File: config.mk
export PLATFORM = sky130hd
export DESIGN_NAME = complex_nr_acc_flat
export DESIGN_NICKNAME = d
export VERILOG_FILES = /design/src/rtl/complex_nr_acc_if.sv /design/src/rtl/complex_nr_acc.sv /design/src/flat_wrapper.sv
export SDC_FILE = /design/constraint.sdc
export NUM_CORES = 1
export LEC_CHECK = 0
export BUFFER_PORTS_ARGS = -buffer_cell sky130_fd_sc_hd__buf_2
export CORE_ASPECT_RATIO = 1.25
export CORE_MARGIN = 4
export CORE_UTILIZATION = 58
export CTS_CLUSTER_DIAMETER = 200
export DETAILED_ROUTE_END_ITERATION = 8
export PLACE_DENSITY = 0.86
export SYNTH_ARGS = -nofsm -noshare
export SYNTH_HDL_FRONTEND = slang
export SYNTH_SLANG_ARGS = --single-unit
export TNS_END_PERCENT = 20
File: constraint.sdc
create_clock -name clk_i -period 8 [get_ports clk_i]
set_clock_uncertainty 0.2 [all_clocks]
set_input_delay 1.2 -clock clk_i [delete_from_list [all_inputs] [get_ports clk_i]]
set_output_delay 1.2 -clock clk_i [all_outputs]
set_load 0.02 [all_outputs]
File: src/rtl/complex_nr_acc_if.sv
// rtl/complex_nr_acc_if.sv - product-in / sum-out handshake bundle for complex_nr_acc
//
// Purpose: groups the two valid/ready channels of the complex accumulator.
//   res_*  : complex product stream from the multiplier (producer -> accumulator)
//   acc_*  : finished complex sum stream (accumulator -> consumer)
// Modports:
//   master : the environment side (drives products, accepts sums)
//   slave  : the accumulator side
interface complex_nr_acc_if #(
  parameter int RES_WIDTH = 17,
  parameter int ACC_WIDTH = 19
);
  logic                        res_val;
  logic                        res_ready;
  logic signed [RES_WIDTH-1:0] res_re;
  logic signed [RES_WIDTH-1:0] res_im;
  logic                        acc_val;
  logic                        acc_ready;
  logic signed [ACC_WIDTH-1:0] acc_re;
  logic signed [ACC_WIDTH-1:0] acc_im;
  logic                        acc_ovf;

  modport master (
    output res_val, res_re, res_im, acc_ready,
    input  res_ready, acc_val, acc_re, acc_im, acc_ovf
  );

  modport slave (
    input  res_val, res_re, res_im, acc_ready,
    output res_ready, acc_val, acc_re, acc_im, acc_ovf
  );
endinterface

File: src/rtl/complex_nr_acc.sv
// rtl/complex_nr_acc.sv - complex dot-product accumulator behind the complex multiplier
//
// Purpose: sums ACC_LEN consecutive complex products, then presents the sum
//   over a valid/ready handshake and clears for the next sum.
// Ports:
//   clk_i    : clock, rising edge
//   sw_rst_i : synchronous active-high reset, priority over all handshakes
//   bus      : complex_nr_acc_if.slave
//              res_val/res_ready/res_re/res_im  product input channel
//              acc_val/acc_ready/acc_re/acc_im  sum output channel
//              acc_ovf                          sticky saturation flag of the sum
// Optional feature macro: COMPLEX_ACC_SAT_EN
//   defined   : component adds saturate, stay saturated until cleared, acc_ovf sticky
//   undefined : component adds wrap modulo 2^ACC_WIDTH, acc_ovf tied low
module complex_nr_acc #(
  parameter int DATA_WIDTH = 8,
  parameter int RES_WIDTH  = 2 * DATA_WIDTH + 1,
  parameter int ACC_LEN    = 4,
  parameter int ACC_WIDTH  = RES_WIDTH + $clog2(ACC_LEN)
) (
  input  logic            clk_i,
  input  logic            sw_rst_i,
  complex_nr_acc_if.slave bus
);

  // ACC_LEN=1 still needs a 1-bit counter so the vector is legal.
  localparam int              CNT_W    = (ACC_LEN > 1) ? $clog2(ACC_LEN) : 1;
  localparam logic [CNT_W-1:0] CNT_LAST = CNT_W'(ACC_LEN - 1);

  typedef enum logic {
    ST_ACCUM,
    ST_OUTPUT
  } state_t;

  state_t                      state_q, state_d;
  logic [CNT_W-1:0]            cnt_q, cnt_d;
  logic signed [ACC_WIDTH-1:0] acc_re_q, acc_re_d;
  logic signed [ACC_WIDTH-1:0] acc_im_q, acc_im_d;
  logic signed [ACC_WIDTH-1:0] ext_re, ext_im;
  logic                        res_ready_o;
  logic                        acc_val_o;

  assign ext_re = ACC_WIDTH'($signed(bus.res_re));
  assign ext_im = ACC_WIDTH'($signed(bus.res_im));

`ifdef COMPLEX_ACC_SAT_EN
  localparam logic [ACC_WIDTH-1:0] SAT_MAX = {1'b0, {(ACC_WIDTH-1){1'b1}}};
  localparam logic [ACC_WIDTH-1:0] SAT_MIN = {1'b1, {(ACC_WIDTH-1){1'b0}}};

  logic              sat_re_q, sat_re_d;
  logic              sat_im_q, sat_im_d;
  logic [ACC_WIDTH:0] add_re, add_im;

  // Returns {saturated, result}; one guard bit exposes signed overflow.
  function automatic logic [ACC_WIDTH:0] sat_add(input logic [ACC_WIDTH-1:0] a,
                                                 input logic [ACC_WIDTH-1:0] b);
    logic [ACC_WIDTH:0] s;
    s = {a[ACC_WIDTH-1], a} + {b[ACC_WIDTH-1], b};
    if (s[ACC_WIDTH] != s[ACC_WIDTH-1]) begin
      sat_add = {1'b1, (s[ACC_WIDTH] ? SAT_MIN : SAT_MAX)};
    end else begin
      sat_add = {1'b0, s[ACC_WIDTH-1:0]};
    end
  endfunction

  assign add_re = sat_add(acc_re_q, ext_re);
  assign add_im = sat_add(acc_im_q, ext_im);
`else
  logic signed [ACC_WIDTH-1:0] add_re, add_im;

  assign add_re = acc_re_q + ext_re;
  assign add_im = acc_im_q + ext_im;
`endif

  always_comb begin
    state_d     = state_q;
    cnt_d       = cnt_q;
    acc_re_d    = acc_re_q;
    acc_im_d    = acc_im_q;
`ifdef COMPLEX_ACC_SAT_EN
    sat_re_d    = sat_re_q;
    sat_im_d    = sat_im_q;
`endif
    res_ready_o = 1'b0;
    acc_val_o   = 1'b0;

    case (state_q)
      ST_ACCUM: begin
        res_ready_o = 1'b1;
        if (bus.res_val) begin
`ifdef COMPLEX_ACC_SAT_EN
          // A saturated component is frozen until the sum is cleared.
          if (!sat_re_q) begin
            acc_re_d = add_re[ACC_WIDTH-1:0];
            sat_re_d = add_re[ACC_WIDTH];
          end
          if (!sat_im_q) begin
            acc_im_d = add_im[ACC_WIDTH-1:0];
            sat_im_d = add_im[ACC_WIDTH];
          end
`else
          acc_re_d = add_re;
          acc_im_d = add_im;
`endif
          if (cnt_q == CNT_LAST) begin
            cnt_d   = '0;
            state_d = ST_OUTPUT;
          end else begin
            cnt_d = cnt_q + 1'b1;
          end
        end
      end

      ST_OUTPUT: begin
        acc_val_o = 1'b1;
        if (bus.acc_ready) begin
          state_d  = ST_ACCUM;
          acc_re_d = '0;
          acc_im_d = '0;
`ifdef COMPLEX_ACC_SAT_EN
          sat_re_d = 1'b0;
          sat_im_d = 1'b0;
`endif
        end
      end

      default: begin
        state_d = ST_ACCUM;
      end
    endcase
  end

  always_ff @(posedge clk_i) begin
    if (sw_rst_i) begin
      state_q  <= ST_ACCUM;
      cnt_q    <= '0;
      acc_re_q <= '0;
      acc_im_q <= '0;
`ifdef COMPLEX_ACC_SAT_EN
      sat_re_q <= 1'b0;
      sat_im_q <= 1'b0;
`endif
    end else begin
      state_q  <= state_d;
      cnt_q    <= cnt_d;
      acc_re_q <= acc_re_d;
      acc_im_q <= acc_im_d;
`ifdef COMPLEX_ACC_SAT_EN
      sat_re_q <= sat_re_d;
      sat_im_q <= sat_im_d;
`endif
    end
  end

  assign bus.res_ready = res_ready_o;
  assign bus.acc_val   = acc_val_o;
  assign bus.acc_re    = acc_re_q;
  assign bus.acc_im    = acc_im_q;
`ifdef COMPLEX_ACC_SAT_EN
  assign bus.acc_ovf   = sat_re_q | sat_im_q;
`else
  assign bus.acc_ovf   = 1'b0;
`endif

endmodule

File: src/flat_wrapper.sv
// flat-port wrapper written by rule: the top's interface ports become plain ports
module complex_nr_acc_flat 
#(
  parameter int DATA_WIDTH = 8,
  parameter int RES_WIDTH  = 2 * DATA_WIDTH + 1,
  parameter int ACC_LEN    = 4,
  parameter int ACC_WIDTH  = RES_WIDTH + $clog2(ACC_LEN)
)
  (clk_i, sw_rst_i, bus_res_val, bus_res_re, bus_res_im, bus_acc_ready, bus_res_ready, bus_acc_val, bus_acc_re, bus_acc_im, bus_acc_ovf);
  complex_nr_acc_if #(.RES_WIDTH(RES_WIDTH), .ACC_WIDTH(ACC_WIDTH)) bus_i ();
  input  logic clk_i;
  input  logic sw_rst_i;
  input wire logic [$bits(bus_i.res_val)-1:0] bus_res_val;
  input wire logic [$bits(bus_i.res_re)-1:0] bus_res_re;
  input wire logic [$bits(bus_i.res_im)-1:0] bus_res_im;
  input wire logic [$bits(bus_i.acc_ready)-1:0] bus_acc_ready;
  output wire logic [$bits(bus_i.res_ready)-1:0] bus_res_ready;
  output wire logic [$bits(bus_i.acc_val)-1:0] bus_acc_val;
  output wire logic [$bits(bus_i.acc_re)-1:0] bus_acc_re;
  output wire logic [$bits(bus_i.acc_im)-1:0] bus_acc_im;
  output wire logic [$bits(bus_i.acc_ovf)-1:0] bus_acc_ovf;
  assign bus_i.res_val = bus_res_val;
  assign bus_i.res_re = bus_res_re;
  assign bus_i.res_im = bus_res_im;
  assign bus_i.acc_ready = bus_acc_ready;
  assign bus_res_ready = bus_i.res_ready;
  assign bus_acc_val = bus_i.acc_val;
  assign bus_acc_re = bus_i.acc_re;
  assign bus_acc_im = bus_i.acc_im;
  assign bus_acc_ovf = bus_i.acc_ovf;
  complex_nr_acc #(.DATA_WIDTH(DATA_WIDTH), .RES_WIDTH(RES_WIDTH), .ACC_LEN(ACC_LEN), .ACC_WIDTH(ACC_WIDTH)) u_core (.clk_i(clk_i), .sw_rst_i(sw_rst_i), .bus(bus_i));
endmodule
Word level (Yosys, flattened, before mapping) --
Cells that the tools add are included.
Storage, ports and cells: register bits 41, input port bits 38, output and inout bits 41, logic and storage cells 25
Cells by class: add/subtract/negate cells 3, equal/unequal tests 3, mux-type cells 12, bitwise gates (word level) 1, reduce and logical (&&, ||, !) cells 2
Operators with widths (count):
- 19-bit one-hot mux with 2 select lines | 2
- 19-bit two-way mux | 3
- 19-bit by 17-bit adder with 19-bit output | 2
- 1-bit two-way mux | 5
- 2-bit != test, second input constant | 2
- 2-bit AND reduction | 2
- 2-bit by 1-bit adder with 2-bit output, second input constant | 1
- 2-bit == test, second input constant | 1
- 2-bit two-way mux | 1
- 1-bit one-hot mux with 2 select lines | 1
- 1-bit NOT | 1

Longest topological paths before layout --
Gate-level depths: netlist of run 1.
depth after elaboration 4, mapped depth 9, gate-level depth less buffers 9

Worst setup path after synthesis of run 1 --
Ideal clock, no wire load.
kind input to register, start input port bus_res_im[0], end register u_core.acc_im_q[16] (netlist: u_core.bus.acc_im[16]), setup time 0.128 ns, arrival time 3.130 ns, required time 7.672 ns, slack 4.542 ns, stages 9, buffers on the path 0, cells stage by stage ha_1 fa_1 a211oi_1 nor2_1 o22a_1 a221o_1 a31oi_1 xor2_1 o21ai_0
On the way: word-level cells in the longest chain between the ends 3
RTL lines:
- start: declaration | line flat_wrapper.sv:15 | input wire logic [$bits(bus_i.res_im)-1:0] bus_res_im;
- 19-bit by 17-bit adder with 19-bit output | line complex_nr_acc.sv:72 | assign add_im = acc_im_q + ext_im;
- 19-bit two-way mux | line complex_nr_acc.sv:90 | if (bus.res_val) begin
- 19-bit one-hot mux with 2 select lines | line complex_nr_acc.sv:87 | case (state_q)
- end signal: assignment | line complex_nr_acc.sv:147 | acc_im_q <= acc_im_d;
- end: declaration | line complex_nr_acc.sv:38 | logic signed [ACC_WIDTH-1:0] acc_im_q, acc_im_d;
Every way passes these cells. The select of a mux whose other input is x is not followed. A chain may end at the register's enable or synchronous reset.

Final worst setup path of run 1 --
start input port bus_res_val, end register u_core.acc_re_q[16] (netlist: u_core.bus.acc_re[16])
On the way: word-level cells in the longest chain between the ends 2
RTL lines:
- start: declaration | line flat_wrapper.sv:13 | input wire logic [$bits(bus_i.res_val)-1:0] bus_res_val;
- 2-bit != test (no source line)
- 2-bit AND reduction (no source line)
- end signal: assignment | line complex_nr_acc.sv:146 | acc_re_q <= acc_re_d;
- end: declaration | line complex_nr_acc.sv:37 | logic signed [ACC_WIDTH-1:0] acc_re_q, acc_re_d;
Every way passes these cells.

==> flow_metrics.env, run 1 <==
export IMPL_synthToLayoutAreaGrowth_pct=16.38
export IMPL_grt_ovfl_total=0
export IMPL_stdcell_count=506
export IMPL_tns_ns=0
export IMPL_synth_edf_count=0
export IMPL_vias_per_cell=5.897
export IMPL_routedWlPerCell_um=14.72
export IMPL_post_cts_setup_buffer_count=0
export IMPL_ys_ff_latch=41
export IMPL_max_slew_margin_pct=31.65
export IMPL_yosys_area_top_type_share_pct=26.86
export IMPL_cp_top_family="simple AND/OR/NAND/NOR gates"
export IMPL_cts_tree="yes"
export IMPL_min_path_type="reg2reg"
export IMPL_syn_area_per_cell_sq_um=8.192
export IMPL_drive_gt1_share_pct=20.50
export IMPL_crit_type="in2reg"
export IMPL_critPathSlowestCell="and2_1"
export IMPL_maxSlewViolCount=0
export IMPL_hold_buffers=0
export IMPL_tightest_slew_ns=1.025
export IMPL_final_common_cell="buf_2"
export IMPL_rsz0062_at_grt="false"
export IMPL_cts_max_path_buffers=2
export IMPL_std_cell_rows=29
export IMPL_netlist_top_cell_by_area="dfxtp_1"
export IMPL_antenna_cells=0
export IMPL_fin_hold_ws_ns=0.2789
export IMPL_gp_congestion=0.8984
export IMPL_grt_pass1_wl_mm=12.31
export IMPL_dr_pass1_iters=4
export IMPL_drv_cap=0
export IMPL_cts_buffers=5
export IMPL_path_max_fanout=24
export IMPL_min_period_ns=3.637
export IMPL_nNetsFinal=520
export IMPL_async_flop_share_pct=0
export IMPL_placed_cells=498
export IMPL_coreArea_sq_um=5080
export IMPL_peakVddDrop_mv=0.1346
export IMPL_cp_required_ns=8.05
export IMPL_clock_latency_ns=0.31
export IMPL_path_cells="buf_2 > nor2b_1 > a21oi_1 > and2_1 > a22oi_1 > nand2_1"
export IMPL_die_area_sq_um=6501
export IMPL_timing_fmax_mhz=275.0
export IMPL_power_density_nw_per_um2=210.4
export IMPL_critPathMaxStageDelay_ns=0.92
export IMPL_dpl_hpwl_mm=5.729
export IMPL_num_vias=2984
export IMPL_grt_pass1_vias=2964
export IMPL_finalSetupViolCount=0
export IMPL_wirelength_mm=7.446
export IMPL_critPathBufInv=1
export IMPL_cp_end_kind="register"
export IMPL_cts_htree_levels=2
export IMPL_critPathArrivalTime_ns=3.69
export IMPL_boundaryPins=79
export IMPL_mostFrequentLayoutCells="77 x buf_2, 41 x dfxtp_1, 37 x nand2_1, 37 x ha_1, 36 x o21ai_0"
export IMPL_power_leakage_nw=1.798
export IMPL_synth_area_top_cells="dfxtp_1 27%, ha_1 15%, o21ai_0 5.9%"
export IMPL_cts_sinks=41
export IMPL_grt_start_max_net_pins=25
export IMPL_die_height_um=89.15
export IMPL_status="complete, no violations"
export IMPL_fin_crit_sh_pct=45.46
export IMPL_synth_flop_cell="dfxtp_1"
export IMPL_grt_total_usage_pct=23.50
export IMPL_synthCells=373
export IMPL_synth_nets=450
export IMPL_start_util_pct=60.15
export IMPL_placement_io_buffers=77
export IMPL_ys_warn_count=0
export IMPL_clk_pin_slew_ns=0.09
export IMPL_cts_repair_resized=0
export IMPL_ys_types=51
export IMPL_ys_seq_area_share_pct=26.86
export IMPL_dieWidth_um=72.92
export IMPL_cts_root_buf="clkbuf_8"
export IMPL_ant_nets=0
export IMPL_crit_path_start_kind="primary input"
export IMPL_drc_errors=0
export IMPL_antenna_found_initial=0
export IMPL_syn_area_sq_um=3055
export IMPL_drt_initial_drc_count=90
export IMPL_finalHoldViolations=0
## logic make-up (layout without fill, tap and decap cells)
| logic type | count (synthesis) | count (layout) | synth area share (%) |
|---|---|---|---|
| compound gates | 140 | 140 | 30.39 |
| xor+xnor | 29 | 29 | 8.313 |
| fa+ha+maj | 39 | 39 | 16.46 |
| buf+inv | 22 | 93 | 2.825 |
| flops | 41 | 41 | 26.86 |
| mux | 1 | 1 | 0.3276 |
| other cells | 1 | 1 | 0.1227 |
| simple gates | 100 | 100 | 14.70 |
## worst paths after layout
kind | from | endpoint | slack, ns | depth (start not counted)
worst max-delay path | bus_res_val | u_core.bus.acc_re[16]$_SDFFE_PP0P_ | 4.36 | 6
worst min-delay path | u_core.cnt_q[1]$_SDFFE_PP0P_ | u_core.cnt_q[1]$_SDFFE_PP0P_ | 0.28 | 2
worst max register to register | u_core.state_q$_SDFF_PP0_ | u_core.bus.acc_re[16]$_SDFFE_PP0P_ | 5.00 | 5
worst min register to register | u_core.cnt_q[1]$_SDFFE_PP0P_ | u_core.cnt_q[1]$_SDFFE_PP0P_ | 0.28 | 2
## flip-flops by register name, summed over array words and instances (netlist names)
register           cells
u_core.state_q         1
u_core.cnt_q           2
u_core.bus.acc_re     19
u_core.bus.acc_im     19
## area by class of cell
type	instances	area (sq um)
Timing Repair Buffer	77	385.4
Clock buffer	5	68.82
Multi-Input combinational cell	310	2148
Inverter	8	30.03
Sequential cell	41	820.8
Tap cell	62	77.57
Clock inverter	3	25.02
Fill cell	430	1524
## cell usage after synthesis (2+ instances only)
cell / instances
a211oi_1: 4
nand4_1: 4
nand2_1: 37
a2111oi_0: 2
and3_1: 5
a21o_1: 19
xor2_1: 19
nand2b_1: 5
o21ai_0: 36
inv_1: 8
o31ai_1: 2
a21oi_1: 30
clkbuf_1: 12
a221o_1: 3
nand3_1: 7
fa_1: 2
a21oi_2: 2
nor2_1: 29
a21boi_0: 2
o21a_1: 7
xnor2_1: 10
ha_1: 37
dfxtp_1: 41
a22o_1: 4
a22oi_1: 12
a31oi_1: 3
o21bai_1: 2
nor3_1: 4
and2_1: 3
## power by group
group	internal, mW	total (mW)	switching [mW]
Sequential	0.234	0.260	0.0259
Clock	0.0631	0.147	0.0836
Combinational	0.144	0.342	0.198
## stage by stage
stage / worst slack, ns / power [mW] / instance area [sq um] / util, %
floorplan: 4.542 / 0.5169 / 3055 / -
global placement: 4.165 / 0.5940 / 3462 / 68.15
detailed placement: 4.093 / 0.6033 / 3462 / 68.15
CTS: 4.412 / 0.7505 / 3556 / 70.00
global route: 4.184 / 0.8015 / 3556 / 70.00
finish: 4.363 / 0.7481 / 3556 / 70.00
## per-layer routing
layer / global-route usage (%) / up-vias / part of all wire, %
met4: 10.57 / 0 / 2.4
met2: 44.09 / 82 / 52
met3: 4.612 / 15 / 5.3
li1: - / 1502 / -
met5: 0 / - / 0
met1: 25.16 / 1385 / 40
## worst register-to-register path: stages, from the launching register on
cell,delay [ns]
dfxtp_1,0.43
nor2b_1,0.24
a21oi_1,0.85
and2_1,0.92
a22oi_1,0.21
nand2_1,0.10
Power figures use the tool's default switching activity.
==> run 2, diff against run 1 <==
--- a/config.mk
+++ b/config.mk
@@ -8,10 +8,10 @@
 export BUFFER_PORTS_ARGS = -buffer_cell sky130_fd_sc_hd__buf_2
 export CORE_ASPECT_RATIO = 1.25
 export CORE_MARGIN = 4
-export CORE_UTILIZATION = 58
+export CORE_UTILIZATION = 54
 export CTS_CLUSTER_DIAMETER = 200
 export DETAILED_ROUTE_END_ITERATION = 8
-export PLACE_DENSITY = 0.86
+export PLACE_DENSITY = 0.81
 export SYNTH_ARGS = -nofsm -noshare
 export SYNTH_HDL_FRONTEND = slang
 export SYNTH_SLANG_ARGS = --single-unit
==> constraint.sdc (replaced) <==
create_clock -name clk_i -period 3.48 [get_ports clk_i]
set_clock_uncertainty 0.2 [all_clocks]
set_input_delay 0.522 -clock clk_i [delete_from_list [all_inputs] [get_ports clk_i]]
set_output_delay 0.522 -clock clk_i [all_outputs]
set_load 0.02 [all_outputs]
==> flow_metrics.env, run 2 (synthesis results as in run 1) <==
export IMPL_stdcell_count=511
export IMPL_min_path_type="reg2reg"
export IMPL_die_height_um=92.10
export IMPL_path_max_fanout=4
export IMPL_critPathBufInv=0
export IMPL_critPathMaxStageDelay_ns=0.42
export IMPL_final_common_cell="buf_2"
export IMPL_power_leakage_nw=1.813
export IMPL_dpl_hpwl_mm=5.714
export IMPL_rsz0062_at_grt="false"
export IMPL_cts_repair_resized=0
export IMPL_post_cts_setup_buffer_count=0
export IMPL_dr_pass1_iters=4
export IMPL_grt_total_usage_pct=22.26
export IMPL_grt_start_max_net_pins=22
export IMPL_cts_tree="yes"
export IMPL_finalSetupViolCount=0
export IMPL_power_density_nw_per_um2=474.5
export IMPL_maxSlewViolCount=0
export IMPL_tns_ns=0
export IMPL_routedWlPerCell_um=14.51
export IMPL_fill_cells=475
export IMPL_grt_ovfl_total=0
export IMPL_placement_io_buffers=77
export IMPL_cts_max_path_buffers=2
export IMPL_antenna_cells=0
export IMPL_tightest_slew_ns=0.7233
export IMPL_grt_pass1_vias=2916
export IMPL_fin_crit_sh_pct=81.95
export IMPL_min_period_ns=2.852
export IMPL_cts_sinks=41
export IMPL_timing_fmax_mhz=350.7
export IMPL_critPathArrivalTime_ns=2.81
export IMPL_max_slew_margin_pct=51.66
export IMPL_synthToLayoutAreaGrowth_pct=16.83
export IMPL_crit_path_start_kind="register"
export IMPL_boundaryPins=79
export IMPL_cts_root_buf="clkbuf_8"
export IMPL_critPathSlowestCell="fa_1"
export IMPL_cts_htree_levels=2
export IMPL_peakVddDrop_mv=0.2270
export IMPL_crit_type="reg2reg"
export IMPL_drt_initial_drc_count=84
export IMPL_vias_per_cell=5.886
export IMPL_die_area_sq_um=6933
export IMPL_drv_cap=0
export IMPL_grt_pass1_wl_mm=12.45
export IMPL_antenna_found_initial=0
export IMPL_status="complete, no violations"
export IMPL_num_vias=3008
export IMPL_drive_gt1_share_pct=20.81
export IMPL_cts_buffers=5
export IMPL_reg2reg_setup_slack_ns=0.63
export IMPL_nNetsFinal=523
export IMPL_cp_end_kind="register"
export IMPL_clk_pin_slew_ns=0.08
export IMPL_cp_top_family="compound AO/OA/AOI/OAI gates"
export IMPL_std_cell_rows=30
export IMPL_start_util_pct=56.14
export IMPL_wirelength_mm=7.417
export IMPL_coreArea_sq_um=5443
export IMPL_placed_cells=503
export IMPL_path_cells="ha_1 > fa_1 > a211oi_1 > nor2_1 > o22a_1 > a221o_1 > a31oi_1 > xor2_1 > o21ai_0"
export IMPL_drc_errors=0
export IMPL_hold_buffers=0
export IMPL_ant_nets=0
export IMPL_mostFrequentLayoutCells="77 x buf_2, 41 x dfxtp_1, 37 x nand2_1, 37 x ha_1, 36 x o21ai_0"
export IMPL_clock_latency_ns=0.29
export IMPL_finalHoldViolations=0
export IMPL_dieWidth_um=75.28
export IMPL_cp_required_ns=3.44
export IMPL_gp_congestion=0.9099
==> run 2: worst paths after layout <==
| kind | startpoint | end | cells after the start |
|---|---|---|---|
| setup reg to reg | u_core.bus.acc_im[0]$_SDFFE_PP0P_ | u_core.bus.acc_im[16]$_SDFFE_PP0P_ | 9 |
| hold / removal | u_core.cnt_q[1]$_SDFFE_PP0P_ | u_core.cnt_q[1]$_SDFFE_PP0P_ | 2 |
| hold reg to reg | u_core.cnt_q[1]$_SDFFE_PP0P_ | u_core.cnt_q[1]$_SDFFE_PP0P_ | 2 |
| setup / recovery | u_core.bus.acc_im[0]$_SDFFE_PP0P_ | u_core.bus.acc_im[16]$_SDFFE_PP0P_ | 9 |
==> run 2: cell type report <==
cell class / instances / area, sq um / area share, %
multi-input combinational: 310 / 2148 / 60.18
sequential: 41 / 820.8 / 22.99
timing repair buffer: 80 / 407.9 / 11.43
tap: 64 / 80.08 / 2.243
clock buffer: 6 / 72.57 / 2.033
inverter: 8 / 30.03 / 0.8412
clock inverter: 2 / 10.01 / 0.2804
==> run 2: power by group <==
part	leakage (nW)	total, mW	switching, mW	internal [mW]
combinational	1.43	0.788	0.455	0.333
clock	0.0450	0.312	0.173	0.139
sequential	0.338	0.594	0.0563	0.538
==> run 2: metrics by stage <==
stage	total power, mW	hold WS [ns]	instance area [sq um]	util, %	setup WS (ns)
final	1.694	0.2691	3570	65.59	0.6282
after global routing	1.827	0.2930	3570	65.59	0.5368
after CTS	1.703	0.2732	3570	65.59	0.6667
after detailed placement	1.388	0.2625	3487	64.07	0.3840
after global placement	1.365	0.2470	3487	64.07	0.4634
after floorplan	1.188	0.2400	3055	-	0.7002
==> run 2: per-layer routing <==
layer	vias up	share of wire (%)	global-route usage [%]
li1	1511	-	-
met1	1411	42	25.59
met2	74	51	39.34
met3	12	4.7	3.947
met4	0	2.0	8.601
met5	-	0	0
==> run 2: worst min-delay path, stage by stage, from the launching register on <==
cell and delay (ns):
dfxtp_1 0.32, nand2_1 0.05, a21oi_1 0.06
==> run 3, diff against run 2 <==
--- a/config.mk
+++ b/config.mk
@@ -5,13 +5,14 @@
 export SDC_FILE = /design/constraint.sdc
 export NUM_CORES = 1
 export LEC_CHECK = 0
+export ABC_AREA = 1
 export BUFFER_PORTS_ARGS = -buffer_cell sky130_fd_sc_hd__buf_2
 export CORE_ASPECT_RATIO = 1.25
 export CORE_MARGIN = 4
-export CORE_UTILIZATION = 54
+export CORE_UTILIZATION = 50
 export CTS_CLUSTER_DIAMETER = 200
 export DETAILED_ROUTE_END_ITERATION = 8
-export PLACE_DENSITY = 0.81
+export PLACE_DENSITY = 0.77
 export SYNTH_ARGS = -nofsm -noshare
 export SYNTH_HDL_FRONTEND = slang
 export SYNTH_SLANG_ARGS = --single-unit
==> constraint.sdc (replaced) <==
create_clock -name clk_i -period 2.3 [get_ports clk_i]
set_clock_uncertainty 0.2 [all_clocks]
set_input_delay 0.345 -clock clk_i [delete_from_list [all_inputs] [get_ports clk_i]]
set_output_delay 0.345 -clock clk_i [all_outputs]
set_load 0.02 [all_outputs]
==> flow_metrics.env, run 3 <==
export IMPL_grtUsageMet2_pct=39.31
export IMPL_vias_per_cell=5.336
export IMPL_min_period_ns=2.098
export IMPL_cts_htree_levels=2
export IMPL_netlist_top_cell_by_area="dfxtp_1"
export IMPL_cp_required_ns=2.32
export IMPL_synth_common_cells="191 x nand2_1, 68 x a21oi_1, 49 x inv_1"
export IMPL_std_cell_rows=34
export IMPL_grt_total_usage_pct=22.03
export IMPL_cts_root_buf="clkbuf_8"
export IMPL_num_vias=3959
export IMPL_syn_area_per_cell_sq_um=6.386
export IMPL_boundaryPins=79
export IMPL_critPathArrivalTime_ns=2.12
export IMPL_cts_buffers=5
export IMPL_start_util_pct=52.18
export IMPL_p_seq_share_pct=34.6
export IMPL_synth_edf_count=0
export IMPL_fin_hold_ws_ns=0.1314
export IMPL_synth_top_family_by_area="simple AND/OR/NAND/NOR gates"
export IMPL_dr_pass1_iters=4
export IMPL_grt_pass1_wl_mm=16.42
export IMPL_syn_area_sq_um=3685
export IMPL_gp_congestion=0.8892
export IMPL_synth_xor_area_share_pct=0.4754
export IMPL_synth_most_common_cell="nand2_1"
export IMPL_nNetsFinal=728
export IMPL_drt_initial_drc_count=162
export IMPL_p_comb_share_pct=45.8
export IMPL_wirelength_mm=9.844
export IMPL_crit_path_start_kind="register"
export IMPL_cts_max_path_buffers=2
export IMPL_async_flop_share_pct=0
export IMPL_yosys_area_top_type_share_pct=22.28
export IMPL_routedWlPerCell_um=13.27
export IMPL_synth_compound_area_share_pct=16.33
export IMPL_finalHoldViolations=0
export IMPL_power_density_nw_per_um2=580.2
export IMPL_tns_ns=0
export IMPL_use_met3_pct=3.090
export IMPL_synth_simple_area_share_pct=39.46
export IMPL_synth_fa_ha_area_share_pct=13.65
export IMPL_min_path_type="in2reg"
export IMPL_peakVddDrop_mv=0.3530
export IMPL_timing_fmax_mhz=476.6
export IMPL_die_height_um=104.0
export IMPL_synth_nets=654
export IMPL_dpl_hpwl_mm=7.617
export IMPL_tightest_slew_ns=0.5171
export IMPL_cts_repair_resized=0
export IMPL_synthMuxAreaShare_pct=0
export IMPL_drv_cap=0
export IMPL_grt_pass1_vias=3739
export IMPL_ys_types=31
export IMPL_antenna_cells=0
export IMPL_crit_type="reg2reg"
export IMPL_die_area_sq_um=8816
export IMPL_ys_ff_latch=41
export IMPL_hold_buffers=0
export IMPL_synth_flop_cell="dfxtp_1"
export IMPL_clockPowerShare_pct=19.6
export IMPL_finalSetupViolCount=0
export IMPL_clk_pin_slew_ns=0.09
export IMPL_antenna_found_initial=0
export IMPL_final_common_cell="nand2_1"
export IMPL_coreArea_sq_um=7062
export IMPL_grt_start_max_net_pins=42
export IMPL_intPower_mw=1.406
export IMPL_synthToLayoutAreaGrowth_pct=15.25
export IMPL_power_leakage_nw=2.275
export IMPL_maxSlewViolCount=0
export IMPL_fin_crit_sh_pct=91.23
export IMPL_cts_sinks=41
export IMPL_rsz0062_at_grt="false"
export IMPL_top_usage_layer="met2"
export IMPL_max_slew_margin_pct=65.52
export IMPL_ys_seq_area_share_pct=22.28
export IMPL_status="complete, no violations"
export IMPL_drc_errors=0
export IMPL_drive_gt1_share_pct=22.70
export IMPL_synth_area_top_cells="dfxtp_1 22%, nand2_1 19%, ha_1 13%"
export IMPL_path_max_fanout=4
export IMPL_ys_warn_count=0
export IMPL_switching_share_pct=42.95
export IMPL_clock_latency_ns=0.29
export IMPL_mostFrequentLayoutCells="191 x nand2_1, 77 x buf_2, 68 x a21oi_1, 49 x inv_1, 41 x dfxtp_1"
export IMPL_post_cts_setup_buffer_count=0
export IMPL_cts_tree="yes"
export IMPL_grt_ovfl_total=0
export IMPL_cp_end_kind="register"
export IMPL_dieWidth_um=84.79
export IMPL_ant_nets=0
export IMPL_synthCells=577
export IMPL_switchingPower_mw=1.058
export IMPL_met1_usage_pct=25.93
export IMPL_placement_io_buffers=77
-- run 3: changes by cell type in the layout (fill, tap and decap cells not counted), sizes merged, moves of 7 or more --
cell    before  now
xnor2       10    0
nand3        7   45
a21oi       32   81
nand3b       0   12
a21o        19    3
o21ai       36   22
o21a         7    0
a22oi       12    0
xor2        19    2
nand2       38  207
inv          8   56
nor2        29   41
-- run 3: worst paths after layout --
check                                        to  slack [ns]                               from  depth (start not counted)
max          u_core.bus.acc_im[12]$_SDFFE_PP0P_        0.20  u_core.bus.acc_im[0]$_SDFFE_PP0P_                         11
min                   u_core.state_q$_SDFF_PP0_        0.13                      bus_acc_ready                          3
max reg2reg  u_core.bus.acc_im[12]$_SDFFE_PP0P_        0.20  u_core.bus.acc_im[0]$_SDFFE_PP0P_                         11
min reg2reg   u_core.bus.acc_re[0]$_SDFFE_PP0P_        0.29  u_core.bus.acc_re[0]$_SDFFE_PP0P_                          2
-- run 3: area by class of cell --
| class | instances | area (sq um) |
|---|---|---|
| Multi-Input combinational cell | 466 | 2580 |
| Inverter | 56 | 210.2 |
| Timing Repair Buffer | 81 | 440.4 |
| Sequential cell | 41 | 820.8 |
| Clock inverter | 2 | 10.01 |
| Clock buffer | 6 | 72.57 |
| Fill cell | 726 | 2815 |
| Tap cell | 90 | 112.6 |
-- run 3: power by group through the flow --
stage	registers, mW	clock network, mW	logic [mW]
6_report	0.852	0.483	1.13
5_1_grt	0.864	0.526	1.26
4_1_cts	0.853	0.503	1.13
2_1_floorplan	0.950	0	0.748
3_5_place_dp	0.869	0	1.12
3_3_place_gp	0.864	0	1.10
-- run 3: worst max-delay path, cell delays in order, from the launching register on --
cell     delay (ns)
dfxtp_1        0.33
ha_1           0.24
fa_1           0.43
nand3_1        0.12
nand3_2        0.11
nand2_1        0.10
nand2_2        0.07
nand3_1        0.10
nand2_1        0.06
nand2_1        0.06
nand3_1        0.07
a21oi_1        0.14
-- run 3: logic make-up (layout without fill, tap and decap cells) --
group,Yosys count,after routing
AND/OR/NAND/NOR,317,317
AO/OA/AOI/OAI,107,107
buffers and inverters,70,145
flip-flops,41,41
adder cells (fa/ha/maj),39,39
XOR/XNOR,2,2
other,1,1
-- run 3: routing by layer --
metal	wire (um)	vias to the layer above
met1	4129	1777
met3	443	30
met5	0	-
met2	4933	117
li1	-	2035
met4	337	0
-- run 3: per-stage QoR --
| stage | total power, mW | util, % | instances | instance area [sq um] | setup slack [ns] |
|---|---|---|---|---|---|
| final | 2.464 | 60.13 | 742 | 4247 | 0.2017 |
| after global routing | 2.654 | 60.13 | 742 | 4247 | 0.05518 |
| after CTS | 2.481 | 60.13 | 742 | 4247 | 0.2197 |
| after detailed placement | 1.989 | 58.97 | 734 | 4164 | 0.1246 |
| after global placement | 1.960 | 58.97 | 734 | 4164 | 0.1981 |
| after floorplan | 1.697 | - | 577 | 3685 | 0.3279 |
